### src/rtl/ring_pkg.sv
// Shared ring packet layout and NIC queue entry types.
package ring_pkg;

  localparam int unsigned PKT_W   = 64;
  localparam int unsigned VC_BIT  = 63;
  localparam int unsigned DIR_BIT = 62;
  localparam int unsigned HOP_MSB = 55;
  localparam int unsigned HOP_LSB = 48;
  localparam int unsigned SRC_MSB = 47;
  localparam int unsigned SRC_LSB = 32;
  localparam int unsigned PAY_MSB = 31;
  localparam int unsigned PAY_LSB = 0;

  localparam int unsigned HOP_W  = HOP_MSB - HOP_LSB + 1;
  localparam int unsigned SRC_W  = SRC_MSB - SRC_LSB + 1;
  localparam int unsigned PAY_W  = PAY_MSB - PAY_LSB + 1;
  localparam int unsigned TIME_W = 16;
  localparam int unsigned CNT_W  = 16;

  typedef struct packed {
    logic             dir;
    logic [HOP_W-1:0] hop;
    logic [PAY_W-1:0] payload;
  } tx_entry_t;

  typedef struct packed {
    logic              vc;
    logic [SRC_W-1:0]  source;
    logic [PAY_W-1:0]  payload;
    logic [TIME_W-1:0] stamp;
  } rx_entry_t;

  // Thermometer hop code: n hops -> n low-order ones.
  function automatic logic [HOP_W-1:0] hop_therm(input logic [2:0] hops);
    logic [HOP_W-1:0] one;
    one = {{(HOP_W-1){1'b0}}, 1'b1};
    return (one << hops) - one;
  endfunction

endpackage

### src/rtl/ring_pe_nic_if.sv
// Host and router side signals of the ring PE NIC.
interface ring_pe_nic_if;
  import ring_pkg::*;

  logic               polarity;
  logic               tx_valid;
  logic               tx_ready;
  logic               tx_dir;
  logic [2:0]         tx_hops;
  logic [PAY_W-1:0]   tx_payload;
  logic               peri;
  logic               pesi;
  logic [PKT_W-1:0]   pedi;
  logic               peso;
  logic [PKT_W-1:0]   pedo;
  logic               pero;
  logic               rx_valid;
  logic               rx_ready;
  logic               rx_vc;
  logic [SRC_W-1:0]   rx_source;
  logic [PAY_W-1:0]   rx_payload;
  logic [TIME_W-1:0]  rx_time;
  logic [CNT_W-1:0]   tx_count;
  logic [CNT_W-1:0]   rx_count;

  modport master (
    output polarity, tx_valid, tx_dir, tx_hops, tx_payload, peri, peso, pedo, rx_ready,
    input  tx_ready, pesi, pedi, pero, rx_valid, rx_vc, rx_source, rx_payload, rx_time,
           tx_count, rx_count
  );

  modport slave (
    input  polarity, tx_valid, tx_dir, tx_hops, tx_payload, peri, peso, pedo, rx_ready,
    output tx_ready, pesi, pedi, pero, rx_valid, rx_vc, rx_source, rx_payload, rx_time,
           tx_count, rx_count
  );

endinterface

### src/rtl/ring_nic_fifo.sv
// Synchronous FIFO with full/empty flags; DEPTH must be a power of two >= 2.
module ring_nic_fifo #(
  parameter int unsigned WIDTH = 8,
  parameter int unsigned DEPTH = 4
) (
  input  logic             clk,
  input  logic             reset,
  input  logic             push,
  input  logic             pop,
  input  logic [WIDTH-1:0] din,
  output logic [WIDTH-1:0] dout,
  output logic             full,
  output logic             empty
);

  localparam int unsigned AW = $clog2(DEPTH);
  localparam logic [AW:0] PTR_ONE = {{AW{1'b0}}, 1'b1};

  logic [AW:0]      wr_ptr_q, wr_ptr_d;
  logic [AW:0]      rd_ptr_q, rd_ptr_d;
  logic [WIDTH-1:0] mem_q [DEPTH];
  logic             wr_en, rd_en;

  // Extra pointer MSB tells a full queue from an empty one.
  always_comb begin
    empty    = (wr_ptr_q == rd_ptr_q);
    full     = (wr_ptr_q[AW] != rd_ptr_q[AW]) && (wr_ptr_q[AW-1:0] == rd_ptr_q[AW-1:0]);
    wr_en    = push && !full;
    rd_en    = pop && !empty;
    wr_ptr_d = wr_ptr_q;
    rd_ptr_d = rd_ptr_q;
    if (wr_en) wr_ptr_d = wr_ptr_q + PTR_ONE;
    if (rd_en) rd_ptr_d = rd_ptr_q + PTR_ONE;
    dout     = mem_q[rd_ptr_q[AW-1:0]];
  end

  always_ff @(posedge clk or posedge reset) begin
    if (reset) begin
      wr_ptr_q <= '0;
      rd_ptr_q <= '0;
    end else begin
      wr_ptr_q <= wr_ptr_d;
      rd_ptr_q <= rd_ptr_d;
    end
  end

  always_ff @(posedge clk) begin
    if (wr_en) mem_q[wr_ptr_q[AW-1:0]] <= din;
  end

endmodule

### src/rtl/ring_pe_nic.sv
// Ring PE NIC: queues host packets for injection into the router and buffers
// ejected packets, stamped with the local cycle count, for the host.
module ring_pe_nic #(
  parameter logic [15:0] NODE_ID  = 16'd0,
  parameter int unsigned TX_DEPTH = 4,
  parameter int unsigned RX_DEPTH = 4
) (
  input logic          clk,
  input logic          reset,
  ring_pe_nic_if.slave bus
);
  import ring_pkg::*;

  tx_entry_t         tx_din, tx_dout;
  logic              tx_full, tx_empty, tx_push, tx_pop, tx_ready_w;
  rx_entry_t         rx_din, rx_dout;
  logic              rx_full, rx_empty, rx_push, rx_pop, pero_w;
  logic [TIME_W-1:0] cyc_q, cyc_d;
  logic [CNT_W-1:0]  tx_cnt_q, tx_cnt_d;
  logic [CNT_W-1:0]  rx_cnt_q, rx_cnt_d;
  logic [PKT_W-1:0]  pedi_w;
  logic              unused_pedo;

  // Ready flags are forced low while reset is held, not just after it.
  always_comb begin
    tx_ready_w = !tx_full && !reset;
    tx_push    = bus.tx_valid && tx_ready_w;
    tx_din     = {bus.tx_dir, hop_therm(bus.tx_hops), bus.tx_payload};
    tx_pop     = !tx_empty && bus.peri;

    pedi_w = '0;
    if (!tx_empty) begin
      pedi_w[VC_BIT]          = bus.polarity;
      pedi_w[DIR_BIT]         = tx_dout.dir;
      pedi_w[HOP_MSB:HOP_LSB] = tx_dout.hop;
      pedi_w[SRC_MSB:SRC_LSB] = NODE_ID;
      pedi_w[PAY_MSB:PAY_LSB] = tx_dout.payload;
    end

    pero_w  = !rx_full && !reset;
    rx_push = bus.peso && pero_w;
    rx_din  = {bus.pedo[VC_BIT], bus.pedo[SRC_MSB:SRC_LSB], bus.pedo[PAY_MSB:PAY_LSB], cyc_q};
    rx_pop  = !rx_empty && bus.rx_ready;
  end

  assign unused_pedo = ^bus.pedo[DIR_BIT:HOP_LSB];

  ring_nic_fifo #(
    .WIDTH ($bits(tx_entry_t)),
    .DEPTH (TX_DEPTH)
  ) u_tx_fifo (
    .clk   (clk),
    .reset (reset),
    .push  (tx_push),
    .pop   (tx_pop),
    .din   (tx_din),
    .dout  (tx_dout),
    .full  (tx_full),
    .empty (tx_empty)
  );

  ring_nic_fifo #(
    .WIDTH ($bits(rx_entry_t)),
    .DEPTH (RX_DEPTH)
  ) u_rx_fifo (
    .clk   (clk),
    .reset (reset),
    .push  (rx_push),
    .pop   (rx_pop),
    .din   (rx_din),
    .dout  (rx_dout),
    .full  (rx_full),
    .empty (rx_empty)
  );

  always_comb begin
    cyc_d    = cyc_q + 16'd1;
    tx_cnt_d = tx_cnt_q;
    rx_cnt_d = rx_cnt_q;
    if (tx_pop && (tx_cnt_q != '1)) tx_cnt_d = tx_cnt_q + 16'd1;
    if (rx_push && (rx_cnt_q != '1)) rx_cnt_d = rx_cnt_q + 16'd1;
  end

  always_ff @(posedge clk or posedge reset) begin
    if (reset) begin
      cyc_q    <= '0;
      tx_cnt_q <= '0;
      rx_cnt_q <= '0;
    end else begin
      cyc_q    <= cyc_d;
      tx_cnt_q <= tx_cnt_d;
      rx_cnt_q <= rx_cnt_d;
    end
  end

  always_comb begin
    bus.tx_ready   = tx_ready_w;
    bus.pesi       = tx_pop;
    bus.pedi       = pedi_w;
    bus.pero       = pero_w;
    bus.rx_valid   = !rx_empty;
    bus.rx_vc      = 1'b0;
    bus.rx_source  = '0;
    bus.rx_payload = '0;
    bus.rx_time    = '0;
    if (!rx_empty) begin
      bus.rx_vc      = rx_dout.vc;
      bus.rx_source  = rx_dout.source;
      bus.rx_payload = rx_dout.payload;
      bus.rx_time    = rx_dout.stamp;
    end
    bus.tx_count = tx_cnt_q;
    bus.rx_count = rx_cnt_q;
  end

endmodule

### src/flat_wrapper.sv
// flat-port wrapper written by rule: the top's interface ports become plain ports
module ring_pe_nic_flat import ring_pkg::*;
#(
  parameter logic [15:0] NODE_ID  = 16'd0,
  parameter int unsigned TX_DEPTH = 4,
  parameter int unsigned RX_DEPTH = 4
)
  (clk, reset, bus_polarity, bus_tx_valid, bus_tx_dir, bus_tx_hops, bus_tx_payload, bus_peri, bus_peso, bus_pedo, bus_rx_ready, bus_tx_ready, bus_pesi, bus_pedi, bus_pero, bus_rx_valid, bus_rx_vc, bus_rx_source, bus_rx_payload, bus_rx_time, bus_tx_count, bus_rx_count);
  ring_pe_nic_if bus_i ();
  input logic clk;
  input logic reset;
  input wire logic [$bits(bus_i.polarity)-1:0] bus_polarity;
  input wire logic [$bits(bus_i.tx_valid)-1:0] bus_tx_valid;
  input wire logic [$bits(bus_i.tx_dir)-1:0] bus_tx_dir;
  input wire logic [$bits(bus_i.tx_hops)-1:0] bus_tx_hops;
  input wire logic [$bits(bus_i.tx_payload)-1:0] bus_tx_payload;
  input wire logic [$bits(bus_i.peri)-1:0] bus_peri;
  input wire logic [$bits(bus_i.peso)-1:0] bus_peso;
  input wire logic [$bits(bus_i.pedo)-1:0] bus_pedo;
  input wire logic [$bits(bus_i.rx_ready)-1:0] bus_rx_ready;
  output wire logic [$bits(bus_i.tx_ready)-1:0] bus_tx_ready;
  output wire logic [$bits(bus_i.pesi)-1:0] bus_pesi;
  output wire logic [$bits(bus_i.pedi)-1:0] bus_pedi;
  output wire logic [$bits(bus_i.pero)-1:0] bus_pero;
  output wire logic [$bits(bus_i.rx_valid)-1:0] bus_rx_valid;
  output wire logic [$bits(bus_i.rx_vc)-1:0] bus_rx_vc;
  output wire logic [$bits(bus_i.rx_source)-1:0] bus_rx_source;
  output wire logic [$bits(bus_i.rx_payload)-1:0] bus_rx_payload;
  output wire logic [$bits(bus_i.rx_time)-1:0] bus_rx_time;
  output wire logic [$bits(bus_i.tx_count)-1:0] bus_tx_count;
  output wire logic [$bits(bus_i.rx_count)-1:0] bus_rx_count;
  assign bus_i.polarity = bus_polarity;
  assign bus_i.tx_valid = bus_tx_valid;
  assign bus_i.tx_dir = bus_tx_dir;
  assign bus_i.tx_hops = bus_tx_hops;
  assign bus_i.tx_payload = bus_tx_payload;
  assign bus_i.peri = bus_peri;
  assign bus_i.peso = bus_peso;
  assign bus_i.pedo = bus_pedo;
  assign bus_i.rx_ready = bus_rx_ready;
  assign bus_tx_ready = bus_i.tx_ready;
  assign bus_pesi = bus_i.pesi;
  assign bus_pedi = bus_i.pedi;
  assign bus_pero = bus_i.pero;
  assign bus_rx_valid = bus_i.rx_valid;
  assign bus_rx_vc = bus_i.rx_vc;
  assign bus_rx_source = bus_i.rx_source;
  assign bus_rx_payload = bus_i.rx_payload;
  assign bus_rx_time = bus_i.rx_time;
  assign bus_tx_count = bus_i.tx_count;
  assign bus_rx_count = bus_i.rx_count;
  ring_pe_nic #(.NODE_ID(NODE_ID), .TX_DEPTH(TX_DEPTH), .RX_DEPTH(RX_DEPTH)) u_core (.clk(clk), .reset(reset), .bus(bus_i));
endmodule
### config.mk
export PLATFORM = sky130hd
export DESIGN_NAME = ring_pe_nic_flat
export DESIGN_NICKNAME = d
export VERILOG_FILES = /design/src/rtl/ring_pkg.sv /design/src/rtl/ring_pe_nic_if.sv /design/src/rtl/ring_nic_fifo.sv /design/src/rtl/ring_pe_nic.sv /design/src/flat_wrapper.sv
export SDC_FILE = /design/constraint.sdc
export NUM_CORES = 1
export LEC_CHECK = 0
export CORE_AREA = 2 2 191 193
export CTS_CLUSTER_DIAMETER = 150
export DETAILED_ROUTE_END_ITERATION = 8
export DIE_AREA = 0 0 193 195
export HOLD_SLACK_MARGIN = 0.1
export PLACE_DENSITY = 0.87
export REMOVE_ABC_BUFFERS = 1
export SLEW_MARGIN = 10
export SYNTH_ARGS = -nofsm -noshare
export SYNTH_HDL_FRONTEND = slang
export SYNTH_SLANG_ARGS = --single-unit
### constraint.sdc
create_clock -name clk -period 4.4 [get_ports clk]
set_clock_uncertainty 0.05 [all_clocks]
set_input_delay 0.44 -clock clk [delete_from_list [all_inputs] [get_ports clk]]
set_output_delay 0.44 -clock clk [all_outputs]
set_load 0.02 [all_outputs]
# Word level (Yosys, flattened, before mapping)
# Memories as Yosys holds them, arrays and structs flattened.
# Cells that the tools add are included.
[classes] add_sub_neg=8 reduce_logical=19 n_mux=10 bitwise=0 mul=0 n_eq_ne=8 shift=1 n_div=0 order_cmp=0
[ops] op="two-way mux 56 bit" n=1
[ops] op="adder 16 x 1 -> 16 bit (second input constant)" n=3
[ops] op="two-way mux 16 bit" n=2
[ops] op="two-way mux 32 bit" n=1
[ops] op="inequality test 16 bit (second input constant)" n=2
[ops] op="logical AND 1 bit" n=14
[ops] op="adder 3 x 1 -> 3 bit (second input constant)" n=4
[ops] op="left shift 1 x 3 -> 8 bit (first input constant)" n=1
[ops] op="subtractor 8 x 1 -> 8 bit (second input constant)" n=1
[ops] op="== test 3 bit" n=2
[ops] op="zero test 1 bit" n=5
[ops] op="two-way mux 1 bit" n=5
[ops] op="== test 2 bit" n=2
[ops] op="two-way mux 2 bit" n=1
[ops] op="inequality test 1 bit" n=2
[totals] wordCells=55 mem_bits_ro=0 mem_bits_rw=424 output_inout_bits=165 memories=2 inputBits=107 latch_bits=0 register_bits=60
[mem_list] name="u_core.u_rx_fifo.mem_q" words=4 word_bits=65 rd=1 rd_ports_with_merged_regs=0 write_ports=1 line_no="ring_nic_fifo.sv:21" source="logic [WIDTH-1:0] mem_q [DEPTH];"
[mem_list] name="u_core.u_tx_fifo.mem_q" words=4 word_bits=41 rd=1 rd_ports_with_merged_regs=0 write_ports=1 line_no="ring_nic_fifo.sv:21"

# Longest topological paths before layout
# Gate-level depths: netlist (run 1).
[logic_depth] word_depth=8 ltp_mapped=7 mapped_depth_nobuf=6

# Cells and area by module
# From an unflattened synthesis (run 1), not the netlist that was laid out.
[hier_totals] hier_cells=1006 area_unflattened_um2=19505.0
[modules_own_cells] module="ring_nic_fifo (u_core.u_rx_fifo)" cells_each=390 instances=1 seq_area_each_um2=7957.6 area_each_um2=9903.2
[modules_own_cells] module="ring_nic_fifo (u_core.u_tx_fifo)" cells_each=264 instances=1 seq_area_each_um2=5074.9 area_each_um2=6432.4
[modules_own_cells] module="ring_pe_nic" cells_each=352 instances=1 seq_area_each_um2=1201.2 area_each_um2=3169.3

# Worst setup path after synthesis (run 1)
# OpenSTA, ideal clock, no wires.
[synth_timing] path_type="input to register" start="input port reset" end="memory u_core.u_tx_fifo.mem_q[3][0] (netlist bit), enable pin" arrival_ps=3313 path_buffers=0 required_time_ps=3946 cell_stages=3 slack_ps=633 setup_time_ps=404 cell_sequence="inv_1 o31a_1 and3_1"
[synth_via] elab_chain_len=6
[synth_lines] item="start, declared" line_no="flat_wrapper.sv:11" source="input logic reset;"
[synth_lines] item="zero test 1 bit" line_no="ring_pe_nic.sv:26" source="tx_ready_w = !tx_full && !reset;"
[synth_lines] item="logical AND 1 bit" line_no="ring_pe_nic.sv:26"
[synth_lines] item="via bus_tx_ready" line_no="flat_wrapper.sv:21" source="output wire logic [$bits(bus_i.tx_ready)-1:0] bus_tx_ready;"
[synth_lines] item="logical AND 1 bit" line_no="ring_pe_nic.sv:27" source="tx_push = bus.tx_valid && tx_ready_w;"
[synth_lines] item="logical AND 1 bit" line_no="ring_nic_fifo.sv:28" source="wr_en = push && !full;"
[synth_lines] item="two-way mux 1 bit" line_no="ring_nic_fifo.sv:48" source="if (wr_en) mem_q[wr_ptr_q[AW-1:0]] <= din;"
[synth_lines] item="two-way mux 1 bit (implied by the code)" line_no="ring_nic_fifo.sv:48"
[synth_lines] item="end, declared" line_no="ring_nic_fifo.sv:21"
# The timed path passes the listed nets, and every way through them passes these cells.

# Worst setup path after layout (run 1)
[layout_timing] start="register u_core.u_rx_fifo.rd_ptr_q[2]" end="output port bus_rx_source[0]"
[layout_via] elab_chain_len=2
[layout_lines] item="start, declared" line_no="ring_nic_fifo.sv:20" source="logic [AW:0] rd_ptr_q, rd_ptr_d;"
[layout_lines] item="start signal, assigned" line_no="ring_nic_fifo.sv:43" source="rd_ptr_q <= rd_ptr_d;"
[layout_lines] item="== test 3 bit" line_no="ring_nic_fifo.sv:26" source="empty = (wr_ptr_q == rd_ptr_q);"
[layout_lines] item="two-way mux 16 bit" line_no="ring_pe_nic.sv:106" source="if (!rx_empty) begin"
[layout_lines] item="end, declared" line_no="flat_wrapper.sv:27" source="output wire logic [$bits(bus_i.rx_source)-1:0] bus_rx_source;"
# Every way passes these cells.

==> flow_summary_export.csv, run 1 <==
group,metric,value,unit
outcome,outcome,"finished, final reports clean",
sta,tightestPinTransition,1121,ps
cts,cts_buffers,48,
cts,htree_levels,2,
global_route,grt_overflow,0,
worst_setup_path,worst-path-stages,5,
sta,fmax,283.2,MHz
logic_synthesis,yosys.area.top_type_share,0.6693,
floorplanning,core_area,35400,µm²
global_route,grt_antenna_before_repair,3,
sta,rsz0062_at_grt,"false",
drt,drt-total-wl,37630,µm
sta,finalMaxSlewViolations,0,
worst_setup_path,critPathBufInv,2,
pwr,p_total,16.58,mW
cts,clockRootBuffer,"clkbuf_16",
floorplanning,die_x,193,µm
worst_setup_path,cp_top_family,"buffers and inverters",
sta,slew_headroom,0.2528,
placed_design,gp_congestion,0.7469,
drt,vias,9484,
cells_and_area,synthToLayoutAreaGrowth,22.79,%
logic_synthesis,netlist_area,19020,µm²
logic_synthesis,ys_types,39,
global_route,grt_pass1_wl,57550,µm
worst_setup_path,crit_chain,"xor2_1, nand3b_1, buf_4, and2_1, clkdlybuf4s50_1",
floorplanning,ioPinCount,272,
global_route,first_global_vias,10130,
cts,cts_buffer_depth,3,
sta,holdWs,423.3,ps
drt,post_drt_wl_per_cell,21.89,µm
logic_synthesis,synthTopCellsByArea,"edfxtp_1, mux4_2, dfrtp_1, and2_1, xnor2_1",
cells_and_area,fin_nets,1337,
worst_setup_path,crit_slowest_cell,"clkdlybuf4s50_1",
placed_design,placed_cell_area,21850,µm²
logic_synthesis,synth-seq-cells,484,
min_path,hp-class,"in2reg",
sta,finalSetupViolations,0,
worst_setup_path,startpoint_type,"register",
placed_design,place_hpwl,22050,µm
pwr,pwr_density_cell,709.9,nW/µm²
job,drv_cap,0,
worst_setup_path,critical_path_class,"reg2out",
cts,clk_latency,590,ps
worst_setup_path,cp_max_fo,68,
logic_synthesis,yosysSeqAreaShare,0.7483,
worst_setup_path,crit_required,3910,ps
worst_setup_path,worstRegToRegCells,3,
sta,fin_tns_setup,0,ps
worst_setup_path,critPathArrivalTime,3040,ps
pwr,p_leak,8.011,nW
placed_design,port_buffers,234,
floorplanning,die_area,37640,µm²
cts,cts_setup_buffers,0,
global_route,grt_use_total,0.2023,
cells_and_area,fin_area,23360,µm²
global_route,grt_max_degree,69,
logic_synthesis,synth_area_leader_cell,"edfxtp_1",
drt,drt_iter0_drc,573,
drt,final_antenna_net_count,0,
cells_and_area,layout-drive-gt1-share,0.1671,
pwr,ir_drop,0.6366,mV
min_path,min_path_cells,3,
sta,hold_viol,0,
cts,clk_pin_slew,60,ps
cts,cts_tree,"built",
floorplanning,initial_core_util,0.5374,
placed_design,pre_cts_slack,1457,ps
worst_setup_path,cpPeakStageDelay,690,ps
cts,hold_buffers,0,
cts,cts_num_sinks,484,
floorplanning,num_rows,69,
sta,fin_ws,869.4,ps
floorplanning,die_y,195,µm
placed_design,dp_cells,1628,
sta,finalCritPeriodShare,0.8024,
cells_and_area,fillers,2285,
logic_synthesis,syn_inst,955,
logic_synthesis,yosysWarnings,0,
drt,vias_per_cell,5.517,
worst_setup_path,setup.worst_path.end_class,"primary output",
cells_and_area,post-route-util,0.6599,
cts,cts_resized,0,
cells_and_area,final_cells,1719,
drt,drtPass1Iterations,5,
logic_synthesis,avgSynthCellArea,19.92,µm²
sta,fin_crit,3531,ps
drt,drc,0,
[power by group]
group	total [mW]	switching (mW)	internal (mW)	leakage (nW)
clock network	3.89	1.69	2.21	0.740
logic	6.79	3.54	3.26	2.64
registers	5.89	0.276	5.62	4.63
total	16.6	5.50	11.1	8.01
[final cells by class]
class	count	area, µm²	area share
sequential	484	14240	0.6097
multi-input combinational	422	4519	0.1935
timing repair buffer	247	2465	0.1055
clock buffer	58	1249	0.05346
tap	461	576.8	0.02469
clock inverter	32	251.5	0.01077
inverter	14	52.55	0.002250
antenna	1	2.502	0.0001071
[placed cells by master (no fill, tap or decap), types with 23 or more instances in the layout]
master	Yosys	routed
edfxtp_1	424	424
clkdlybuf4s50_1	0	234
mux4_2	106	106
and2_1	72	68
dfrtp_1	60	56
clkbuf_16	0	48
nor2b_1	44	44
xnor2_1	35	35
conb_1	1	26
xor2_1	23	23
[cell families after synthesis]
group	after synthesis	share of synthesized area
buffers and inverters	74	0.02013
multiplexers	110	0.1279
AO/OA/AOI/OAI	13	0.006184
adder cells (fa/ha/maj)	13	0.008551
XOR/XNOR	59	0.02756
AND/OR/NAND/NOR	201	0.06124
flip-flops	484	0.7483
other	1	0.0001971
[layer usage]
layer | vias to the layer above | GRT usage | share of wire
li1 | 4222 | - | -
met1 | 4828 | 0.2506 | 0.39
met2 | 365 | 0.3390 | 0.50
met3 | 65 | 0.07153 | 0.091
met4 | 4 | 0.05471 | 0.021
met5 | - | 0 | 0.00072
[cell usage after synthesis (all sizes together)]
library cell / n
or3: 1
or3b: 1
and3: 14
o21ai: 2
nand2: 17
xnor2: 36
nor3: 7
xor2: 23
or2: 1
and2: 72
buf: 38
a21o: 1
a21oi: 2
nand3: 16
a311oi: 1
nand4: 14
ha: 13
o31a: 1
a31oi: 1
conb: 1
inv: 14
nand3b: 1
nor4: 1
clkbuf: 22
a21boi: 1
o31ai: 1
o21a: 1
mux2: 4
mux4: 106
edfxtp: 424
a211o: 1
dfrtp: 60
and4: 1
o311ai: 1
nor2b: 44
nor2: 11
[registers in the layout, indices dropped and copies added, names as in the netlist]
register	count
u_core.u_tx_fifo.rd_ptr_q	3
u_core.cyc_q	16
u_core.u_rx_fifo.wr_ptr_q	3
u_core.u_tx_fifo.mem_q	164
u_core.bus.rx_count	16
u_core.u_rx_fifo.rd_ptr_q	3
u_core.bus.tx_count	16
u_core.u_tx_fifo.wr_ptr_q	3
u_core.u_rx_fifo.mem_q	260
[worst paths after layout]
kind                                                  to                         start  slack, ps
hold / removal              u_core.u_rx_fifo.rd_ptr_q[0]                  bus_rx_ready        420
setup reg to reg           u_core.u_tx_fifo.mem_q[2][16]  u_core.u_tx_fifo.rd_ptr_q[0]       1630
hold reg to reg                   u_core.bus.tx_count[7]        u_core.bus.tx_count[7]        440
setup / recovery                        bus_rx_source[0]  u_core.u_rx_fifo.rd_ptr_q[2]        870
max in group asynchronous   u_core.u_rx_fifo.rd_ptr_q[0]                         reset       3130
min in group asynchronous                u_core.cyc_q[2]                         reset        580
[worst reg2reg max path: stages, from the launching register on]
cell and delay, ps:
dfrtp_2 630, xor2_1 390, o31a_1 300, and3_2 950
(Power assumes the default switching activity.)
==> inputs of run 2 (changes only) <==
Clock period 4.4 ns to 3.4 ns, I/O delays scaled along.
==> run 2 against run 1 <==
Against the previous run: global-route usage grew 0.94 points; largest cell class unchanged; critical path type unchanged; sequential share of layout area fell by 1.0 points; design area grew 1.7%; sequential power is 30% higher; first-iteration DRC count is 19% higher; combinational power up 33%; highest routed layer unchanged.
==> flow_summary_export.csv, run 2 (same netlist as run 1, synthesis figures left out) <==
group,metric,value,unit
cells_and_area,largest_register_ffs,260,
pwr,comb_power_share,0.406,
sta,slew_headroom,0.4938,
min_path,min_path_cells,1,
pwr,p_total,22.18,mW
cells_and_area,post-route-util,0.6709,
worst_setup_path,critPathBufInv,2,
min_path,min_to,"u_core.u_tx_fifo.mem_q[2][15]",
pwr,p_leak,8.183,nW
floorplanning,die_x,193,µm
drt,wl_met1,14790,µm
floorplanning,die_y,195,µm
floorplanning,core_area,35400,µm²
cts,clk_pin_slew,60,ps
cells_and_area,fin_nets,1348,
cells_and_area,synthToLayoutAreaGrowth,24.84,%
cts,cts_buffers,48,
cells_and_area,layout_common_cells,"edfxtp_1, clkdlybuf4s50_1, mux4_2, and2_1, dfrtp_1",
outcome,outcome,"finished, final reports clean",
cells_and_area,layout-drive-gt1-share,0.1792,
worst_setup_path,r2r-start,"u_core.u_rx_fifo.rd_ptr_q[0]",
drt,post_drt_wl_per_cell,22.62,µm
worst_setup_path,startpoint_type,"register",
pwr,p_clk_frac,0.249,
sta,fin_crit,3259,ps
pwr,ir_drop,0.7659,mV
floorplanning,num_rows,69,
placed_design,place_hpwl,22650,µm
worst_setup_path,rrSetupSlack,750,ps
worst_setup_path,crit_slowest_cell,"dfrtp_4",
pwr,pwr_density_cell,934.1,nW/µm²
global_route,grt_max_degree,68,
drt,routed-wl-met3,3473,µm
worst_setup_path,crit_required,3010,ps
placed_design,dp_cells,1638,
min_path,hp-class,"in2reg",
pwr,seqPwrFrac,0.345,
pwr,switching_share,0.3270,
global_route,first_global_vias,10150,
drt,drc,0,
worst_setup_path,critical_path_class,"reg2out",
drt,final_antenna_net_count,0,
cts,cts_buffer_depth,3,
cts,htree_levels,2,
sta,hold_viol,0,
drt,met2_length,19790,µm
pwr,switchingPower,7.254,mW
cts,clockRootBuffer,"clkbuf_16",
cells_and_area,final_common_cell,"edfxtp_1",
drt,highest_layer,"met5",
cts,cts_num_sinks,484,
drt,drt_iter0_drc,680,
global_route,grt_overflow,0,
job,drv_cap,0,
cts,cts_tree,"built",
drt,drtPass1Iterations,4,
global_route,grt_antenna_before_repair,4,
sta,finalMaxSlewViolations,0,
floorplanning,die_area,37640,µm²
drt,drt-total-wl,39100,µm
floorplanning,initial_core_util,0.5374,
worst_setup_path,setup.worst_path.end_class,"primary output",
worst_setup_path,crit_chain,"buf_12, mux4_2, and2_1, clkdlybuf4s50_1",
worst_setup_path,critPathArrivalTime,2870,ps
placed_design,gp_congestion,0.7358,
worst_setup_path,cp_top_family,"buffers and inverters",
pwr,p_int,14.93,mW
global_route,grt_pass1_wl,59430,µm
sta,finalSetupViolations,0,
worst_setup_path,worstReg2RegEnd,"u_core.u_rx_fifo.mem_q[2][21]",
floorplanning,ioPinCount,272,
sta,finalCritPeriodShare,0.9586,
drt,vias_per_cell,5.540,
sta,rsz0062_at_grt,"false",
cells_and_area,fillers,2225,
sta,tightestPinTransition,759.3,ps
worst_setup_path,cp_max_fo,21,
min_path,hold_path_startpoint,"bus_tx_payload[15]",
cells_and_area,final_cells,1729,
worst_setup_path,cpPeakStageDelay,700,ps
worst_setup_path,worstRegToRegCells,4,
placed_design,port_buffers,234,
drt,vias,9578,
cts,clk_latency,580,ps
sta,fmax,306.8,MHz
global_route,grt_use_total,0.2118,
-- run 2: cell types whose count changed in the layout (fill, tap and decap cells not counted), sizes merged --
cell / delta
bufinv: +4
clkbuf: +5
buf: +11
inv: +1
clkinv: -11
-- run 2: routing by layer --
metal / track usage / vias to the layer above
li1: - / 4237
met3: 0.06524 / 72
met4: 0.06987 / 6
met2: 0.3521 / 367
met5: 0 / -
met1: 0.2662 / 4896
-- run 2: worst max-delay path by stage --
stage / startpoint / to / slack, ps / cells after the start
detailed placement: u_core.u_rx_fifo.rd_ptr_q[0] / bus_rx_time[6] / 550 / 4
global route: u_core.u_rx_fifo.rd_ptr_q[0] / bus_rx_time[6] / 10 / 4
finish: u_core.u_rx_fifo.rd_ptr_q[0] / bus_rx_payload[30] / 140 / 4
global placement: u_core.u_rx_fifo.rd_ptr_q[0] / u_core.u_rx_fifo.mem_q[0][21] / 610 / 4
CTS: u_core.u_rx_fifo.rd_ptr_q[0] / bus_rx_source[11] / 70 / 4
floorplan: u_core.u_rx_fifo.rd_ptr_q[0] / u_core.u_rx_fifo.mem_q[3][0] / -2170 / 3
-- run 2: power groups by stage --
| stage | registers, mW | logic (mW) | clock network, mW |
|---|---|---|---|
| 6_report | 7.66 | 9.01 | 5.52 |
| 5_1_grt | 7.73 | 9.58 | 5.86 |
| 4_1_cts | 7.67 | 9.15 | 5.62 |
| 3_5_place_dp | 7.81 | 8.92 | 0 |
| 3_3_place_gp | 7.74 | 8.83 | 0 |
| 2_1_floorplan | 8.14 | 4.66 | 0 |
-- run 2: what timing repair did --
item                                    4_1_cts  5_1_grt
pin swaps                                     0        0
endpoints found under the setup margin       34        1
resized for setup                             0        1
hold buffers                                  0        0
buffers inserted                              1        0
-- run 2: cell type report --
type,instances,area [µm²],area share
flip-flops and latches,484,14240,0.5997
multi-input cells,422,4527,0.1906
repair buffers,258,2685,0.1131
clock buffers,63,1324,0.05575
well taps,461,576.8,0.02429
clock inverters,26,337.8,0.01423
inverters,14,52.55,0.002213
diodes,1,2.502,0.0001054
-- run 2: metrics by stage --
step	TNS, ps	area [µm²]	setup WS, ps	hold WS, ps
after floorplan	-851790	18790	-2174	388.9
after global placement	0	22050	606.7	422.9
after detailed placement	0	22050	553.8	439.1
after CTS	0	23740	70.37	306.0
after global routing	0	23740	14.02	326.2
final	0	23750	140.9	336.8
